File: src/rtl/pinky_prog_loader_pkg.sv
// Shared types and constants for the PinKY instruction-memory loader.
package pinky_prog_loader_pkg;

  localparam int unsigned WORD_W = 16;

  typedef logic [WORD_W-1:0] word_t;

  // Loader FSM states (3-bit encoding)
  typedef enum logic [2:0] {
    ST_IDLE    = 3'd0,
    ST_LEN_HI  = 3'd1,
    ST_LEN_LO  = 3'd2,
    ST_DATA_HI = 3'd3,
    ST_DATA_LO = 3'd4,
    ST_CSUM    = 3'd5,
    ST_DONE    = 3'd6,
    ST_ERR     = 3'd7
  } ld_state_t;

  // Opcode patterns used when building test images
  localparam word_t OP_SYS = 16'h9800;
  localparam word_t OP_NOP = 16'h0000;

  // States in which a stream byte is consumed
  function automatic logic state_takes_byte(input ld_state_t s);
    return (s == ST_LEN_HI) || (s == ST_LEN_LO) || (s == ST_DATA_HI) ||
           (s == ST_DATA_LO) || (s == ST_CSUM);
  endfunction

endpackage

File: src/rtl/pinky_prog_loader_byte_pair.sv
// Assembles {hi,lo} byte pairs into instruction words and registers the
// instmem write strobe, address and data.
module pinky_prog_loader_byte_pair
  import pinky_prog_loader_pkg::*;
(
  input  logic        clk,
  input  logic        reset,
  input  logic        i_hi_we,
  input  logic        i_lo_we,
  input  logic [7:0]  i_byte,
  input  word_t       i_addr,
  output logic        o_we,
  output word_t       o_addr,
  output word_t       o_wdata
);

  logic [7:0] r_hi;
  logic       r_we;
  word_t      r_addr;
  word_t      r_wdata;

  // Latch the high byte; on a low byte, register a one-cycle write
  always_ff @(posedge clk or negedge reset) begin
    if (!reset) begin
      r_hi    <= '0;
      r_we    <= 1'b0;
      r_addr  <= '0;
      r_wdata <= '0;
    end else begin
      r_we <= i_lo_we;
      if (i_hi_we) begin
        r_hi <= i_byte;
      end
      if (i_lo_we) begin
        r_addr  <= i_addr;
        r_wdata <= {r_hi, i_byte};
      end
    end
  end

  assign o_we    = r_we;
  assign o_addr  = r_addr;
  assign o_wdata = r_wdata;

endmodule

File: src/rtl/pinky_prog_loader.sv
// PinKY program loader: parses a framed byte stream (length, words,
// checksum), writes words to instmem and holds the CPU until done.
module pinky_prog_loader
  import pinky_prog_loader_pkg::*;
#(
  parameter logic [15:0] BASE_ADDR = 16'h0000,
  parameter int unsigned MAX_WORDS = 65536
) (
  input  logic        clk,
  input  logic        reset,
  input  logic        start,
  input  logic [7:0]  in_data,
  input  logic        in_valid,
  output logic        in_ready,
  output logic        mem_we,
  output logic [15:0] mem_addr,
  output logic [15:0] mem_wdata,
  output logic        cpu_hold,
  output logic        done,
  output logic        err
);

  localparam logic [16:0] MAXW = 17'(MAX_WORDS);

  ld_state_t   r_state;
  ld_state_t   w_next;
  logic [7:0]  r_sum;
  logic [7:0]  r_len_hi;
  word_t       r_len;
  logic [16:0] r_idx;

  logic        w_take;
  logic        w_start;
  logic        w_hi_we;
  logic        w_lo_we;
  logic        w_last;
  word_t       w_n;
  logic [7:0]  w_sum_nx;
  word_t       w_addr;

  assign w_take   = in_valid & in_ready;
  assign w_n      = {r_len_hi, in_data};
  assign w_sum_nx = r_sum + in_data;
  // Count is one bit wider than the length so N=65535 still terminates
  assign w_last   = ((r_idx + 17'd1) == {1'b0, r_len});
  assign w_addr   = BASE_ADDR + r_idx[15:0];

  // State register
  always_ff @(posedge clk or negedge reset) begin
    if (!reset) begin
      r_state <= ST_IDLE;
    end else begin
      r_state <= w_next;
    end
  end

  // Next-state and output decode
  always_comb begin
    w_next   = r_state;
    w_start  = 1'b0;
    in_ready = state_takes_byte(r_state);
    cpu_hold = (r_state != ST_DONE);
    done     = (r_state == ST_DONE);
    err      = (r_state == ST_ERR);
    w_hi_we  = w_take && (r_state == ST_DATA_HI);
    w_lo_we  = w_take && (r_state == ST_DATA_LO);
    case (r_state)
      ST_IDLE, ST_DONE, ST_ERR: begin
        if (start) begin
          w_start = 1'b1;
          w_next  = ST_LEN_HI;
        end
      end
      ST_LEN_HI: begin
        if (w_take) w_next = ST_LEN_LO;
      end
      ST_LEN_LO: begin
        if (w_take) begin
          if (w_n == '0)                w_next = ST_CSUM;
          else if ({1'b0, w_n} > MAXW)  w_next = ST_ERR;
          else                          w_next = ST_DATA_HI;
        end
      end
      ST_DATA_HI: begin
        if (w_take) w_next = ST_DATA_LO;
      end
      ST_DATA_LO: begin
        if (w_take) w_next = w_last ? ST_CSUM : ST_DATA_HI;
      end
      ST_CSUM: begin
        if (w_take) w_next = (w_sum_nx == 8'h00) ? ST_DONE : ST_ERR;
      end
      default: w_next = ST_IDLE;
    endcase
  end

  // Length capture, running checksum and word index
  always_ff @(posedge clk or negedge reset) begin
    if (!reset) begin
      r_sum    <= '0;
      r_len_hi <= '0;
      r_len    <= '0;
      r_idx    <= '0;
    end else if (w_start) begin
      r_sum <= '0;
      r_idx <= '0;
    end else if (w_take) begin
      r_sum <= w_sum_nx;
      case (r_state)
        ST_LEN_HI:  r_len_hi <= in_data;
        ST_LEN_LO:  r_len    <= w_n;
        ST_DATA_LO: r_idx    <= r_idx + 17'd1;
        default:    ;
      endcase
    end
  end

  pinky_prog_loader_byte_pair u_pair (
    .clk     (clk),
    .reset   (reset),
    .i_hi_we (w_hi_we),
    .i_lo_we (w_lo_we),
    .i_byte  (in_data),
    .i_addr  (w_addr),
    .o_we    (mem_we),
    .o_addr  (mem_addr),
    .o_wdata (mem_wdata)
  );

endmodule

File: config.mk
export PLATFORM = sky130hd
export DESIGN_NAME = pinky_prog_loader
export DESIGN_NICKNAME = d
export VERILOG_FILES = /design/src/rtl/pinky_prog_loader_pkg.sv /design/src/rtl/pinky_prog_loader_byte_pair.sv /design/src/rtl/pinky_prog_loader.sv
export SDC_FILE = /design/constraint.sdc
export NUM_CORES = 1
export LEC_CHECK = 0
export CAP_MARGIN = 20
export CORE_UTILIZATION = 51
export DETAILED_ROUTE_END_ITERATION = 16
export GPL_TIMING_DRIVEN = 0
export PLACE_DENSITY = 0.76
export SLEW_MARGIN = 25
export SYNTH_ARGS = -nofsm -noshare
export SYNTH_HDL_FRONTEND = slang
export SYNTH_SLANG_ARGS = --single-unit
export TNS_END_PERCENT = 1
File: constraint.sdc
create_clock -name clk -period 2.4 [get_ports clk]
set_input_delay 0.48 -clock clk [delete_from_list [all_inputs] [get_ports clk]]
set_output_delay 0.48 -clock clk [all_outputs]
set_load 0.02 [all_outputs]
==> summary.md <==
| Metric | Value |
|---|---|
| H-tree depth | 3 |
| Setup ws final | -0.01949 ns |
| PwrDens | 1039 nW/um2 |
| Final min period | 2.419 ns |
| Avg Cell Area, Syn | a little under 10 um2 |
| Num ports | slightly below 50 |
| IO buf count | 48 |
| FMAX | a little over 400 MHz |
| Slew Viols, Final | 0 |
| Syn Inst Count | slightly below 500 |
| Initial antenna violation count | 0 |
| Placeable Area | about 9000 um2 |
| Area growth syn-to-layout | 21.70% |
| Layout cells sized above 1 | 17.60% |
| Via/cell ratio | ~5.7 |
| RD Place Congestion | 0.9259 |
| Finished Core Util | 64.88% |
| Fin Clk Skew | ~0.0071 ns |
| Min-Delay Path Class | flip-flop to flip-flop |
| Sink Count | 93 |
| DRC | 3 |
| ANT cells | 0 |
| Measured slew at the worst slew-check pin | approximately 0.96 ns |
| Largest net degree at the start of global routing | 73 |
| GRT Overall Usage | between 20% and 30% |
| RSZ-0062 raised after global routing | true |
| Async SR Flop Fraction | 100.0% |
| Number of flops mapped to enable cells by yosys | 0 |
| Final Power | between 0.005 and 0.006 W |
| Max FO, Critical Path | 2 |
| HPWL after detailed placement | just under 8 mm |
| Critical Path RT | ~2.7 ns |
| Startpoint Class | flip-flop |
| Maxcap violations | 0 |
| Max-slew headroom | 36.09% |
| FF+latch count, synth | 93 |
| Final WL | between 10 and 15 mm |
| Crit path kind | flip-flop to flip-flop |
| Total grt overflow | 0 |
| Initial core utilization | between 50% and 60% |
| Place WS | -0.7778 ns |
| Initial DRC count | around 200 |
| Total CTS buffers | 9 |
| Critical Path Sink Type | flip-flop |
| Setup violations, final | 2 |
| ANT nets after route | 0 |
| Root buffer cell | clkbuf_8 |
| Final period utilization | 100.8% |
| TritonRoute pass-1 iters | 13 |
| Syn_nets | 503 |
| Worst EP arrival | 2.69 ns |
| Die X | 97.94 um |
| Placed cell count | approximately 640 |
| Height of the die | around 98 um |
| Failing checks | design-rule violations, negative setup slack |
| Die area | 9592 um2 |
| Final Hold Viols | 0 |
| Peak VDD IR | ~600 uV |
| Fin cells | about 660 |
| Netlist cell types | just over 50 |
| Status | finished, violations left |
| Main synth FF type | dfrtp_1 |
| Sequential cell area fraction in the yosys report | between 40% and 50% |
| Yosys warnings | 0 |
| Clock buffer depth | 2 |
| Num rows | 34 |
| Clock Pin Slew Worst Setup and Hold Paths | 0.11 ns |
| Leakage | 2.569 nW |
| Global-route wire length before repair | 18.73 mm |
| CTS tree | done |
| Via count | 3788 |
| Final nets | between 500 and 600 |
| DR WL/cell | around 17 um |
| Clock Latency Late Sink | 0.38 ns |
| Synth Cell Area | around 4700 um2 |
| Vias in the first global route | 3802 |
## layout by cell type (no fill, tap or decap), types with 2 or more instances in the layout
master,Yosys,final
nor2_1,23,21
buf_1,3,3
xor2_1,13,13
buf_6,2,3
or2_2,2,2
a21oi_1,28,27
dlygate4sd2_1,0,3
nor3_2,0,3
nor4_1,10,8
buf_2,4,3
or3_1,6,6
nor3_1,10,7
nor4_4,0,2
a41oi_1,2,2
o22ai_1,3,3
o31a_1,2,2
nand3_1,18,18
nor2_2,0,2
ha_1,9,7
mux2_2,32,32
clkbuf_4,0,2
inv_6,0,3
or4_4,0,2
clkinv_8,0,3
a21o_1,3,3
buf_4,4,10
dfrtp_1,93,89
clkbuf_8,0,9
nand2_1,115,114
xnor2_1,23,23
clkdlybuf4s50_1,0,42
nand4_1,8,8
clkbuf_1,10,8
inv_1,8,8
mux2i_1,6,6
o21ai_0,16,16
dfrtp_2,0,4
## state kept, by name, indices dropped and copies added (netlist names)
| name | count |
|---|---|
| r_idx | 17 |
| r_len | 16 |
| r_len_hi | 8 |
| r_state | 3 |
| r_sum | 8 |
| u_pair.o_addr | 16 |
| u_pair.o_wdata | 16 |
| u_pair.o_we | 1 |
| u_pair.r_hi | 8 |
## report_power, final
part / switching [W] / leakage (nW) / internal, W
clock: 0.000662 / 0.105 / 0.000421
combinational: 0.00133 / 1.26 / 0.00114
sequential: 0.000341 / 1.21 / 0.00204
total: 0.00233 / 2.57 / 0.00361
## final timing paths
| kind | startpoint | to | slack [ns] | cells after the start |
|---|---|---|---|---|
| worst min-delay path | u_pair.r_hi[2] | u_pair.o_wdata[10] | 0.48 | 2 |
| min in group asynchronous | reset | r_idx[4] | 0.50 | 2 |
| worst max register to register | r_sum[0] | r_state[0] | -0.02 | 7 |
| max in group asynchronous | reset | r_state[0] | 1.30 | 3 |
| worst min register to register | u_pair.r_hi[2] | u_pair.o_wdata[10] | 0.48 | 2 |
| worst max-delay path | r_sum[0] | r_state[0] | -0.02 | 7 |
## Yosys cell counts, types with 2 or more instances
| master | instances | area (um2) |
|---|---|---|
| or3_1 | 6 | 37.54 |
| inv_1 | 8 | 30.03 |
| clkbuf_2 | 2 | 10.01 |
| nor3_1 | 10 | 50.05 |
| mux2i_1 | 6 | 60.06 |
| ha_1 | 9 | 112.6 |
| a41oi_1 | 2 | 17.52 |
| nor2_1 | 23 | 86.33 |
| xnor2_1 | 23 | 201.4 |
| o21ai_0 | 16 | 80.08 |
| o22ai_1 | 3 | 18.77 |
| a21o_1 | 3 | 22.52 |
| or2_2 | 2 | 12.51 |
| mux2_2 | 32 | 360.4 |
| nand4_1 | 8 | 50.05 |
| a21oi_1 | 28 | 140.1 |
| nand3_1 | 18 | 90.09 |
| or4_1 | 3 | 22.52 |
| buf_2 | 4 | 20.02 |
| nor4_1 | 10 | 62.56 |
| buf_4 | 4 | 30.03 |
| clkbuf_1 | 10 | 37.54 |
| o31a_1 | 2 | 17.52 |
| xor2_1 | 13 | 113.9 |
| nand2_1 | 115 | 431.7 |
| buf_6 | 2 | 22.52 |
| buf_1 | 3 | 11.26 |
| dfrtp_1 | 93 | 2327 |
## cells by family after synthesis
kind of cell             after synthesis  share of synthesized area, %
flip-flops                            93                         49.57
buffers and inverters                 35                         3.598
AND/OR/NAND/NOR                      203                         19.59
multiplexers                          38                         8.955
XOR/XNOR                              36                         6.716
AO/OA/AOI/OAI                         66                         8.743
adder cells (fa/ha/maj)               10                         2.825
## stage by stage
stage / TNS [ns] / cell area, um2 / hold slack [ns]
2_1_floorplan: 0 / 4710 / 0.1844
3_3_place_gp: -236.12 / 5325 / 0.4451
3_5_place_dp: -13.00 / 5354 / 0.3443
4_1_cts: -0.01318 / 5687 / 0.4822
5_1_grt: -3.166 / 5713 / 0.5079
6_report: -0.03352 / 5713 / 0.4782
## cell type report
cell class / instances / area, um2
clock inverter: 7 / 86.33
clock buffer: 9 / 123.9
fill: 714 / 3093
sequential: 93 / 2332
buffer: 24 / 136.4
timing repair buffer: 55 / 556.8
inverter: 10 / 37.54
multi-input combinational: 353 / 2305
tap: 108 / 135.1
## routing by layer
layer	GRT usage, %	up-vias	wire, um
li1	-	1796	-
met1	31.22	1853	4680
met2	41.82	110	5584
met3	5.583	29	560
met4	10.96	0	342
met5	0	-	0
## timing repair
action / CTS / global route
hold buffers: 1 / 0
pin swaps: 7 / 1
endpoints found under the setup margin: 15 / 31
setup buffers: 5 / 0
hold endpoints to repair: 21 / 0
resized for setup: 27 / 6
## worst max-delay path, stage by stage, from the launching register on
cell and delay, ns:
dfrtp_1 0.43, ha_4 0.18, fa_2 0.36, xor2_1 0.16, or4_1 0.41, or4_4 0.53
nor3_2 0.16, a22oi_1 0.07
Power figures use the tool's default switching activity.
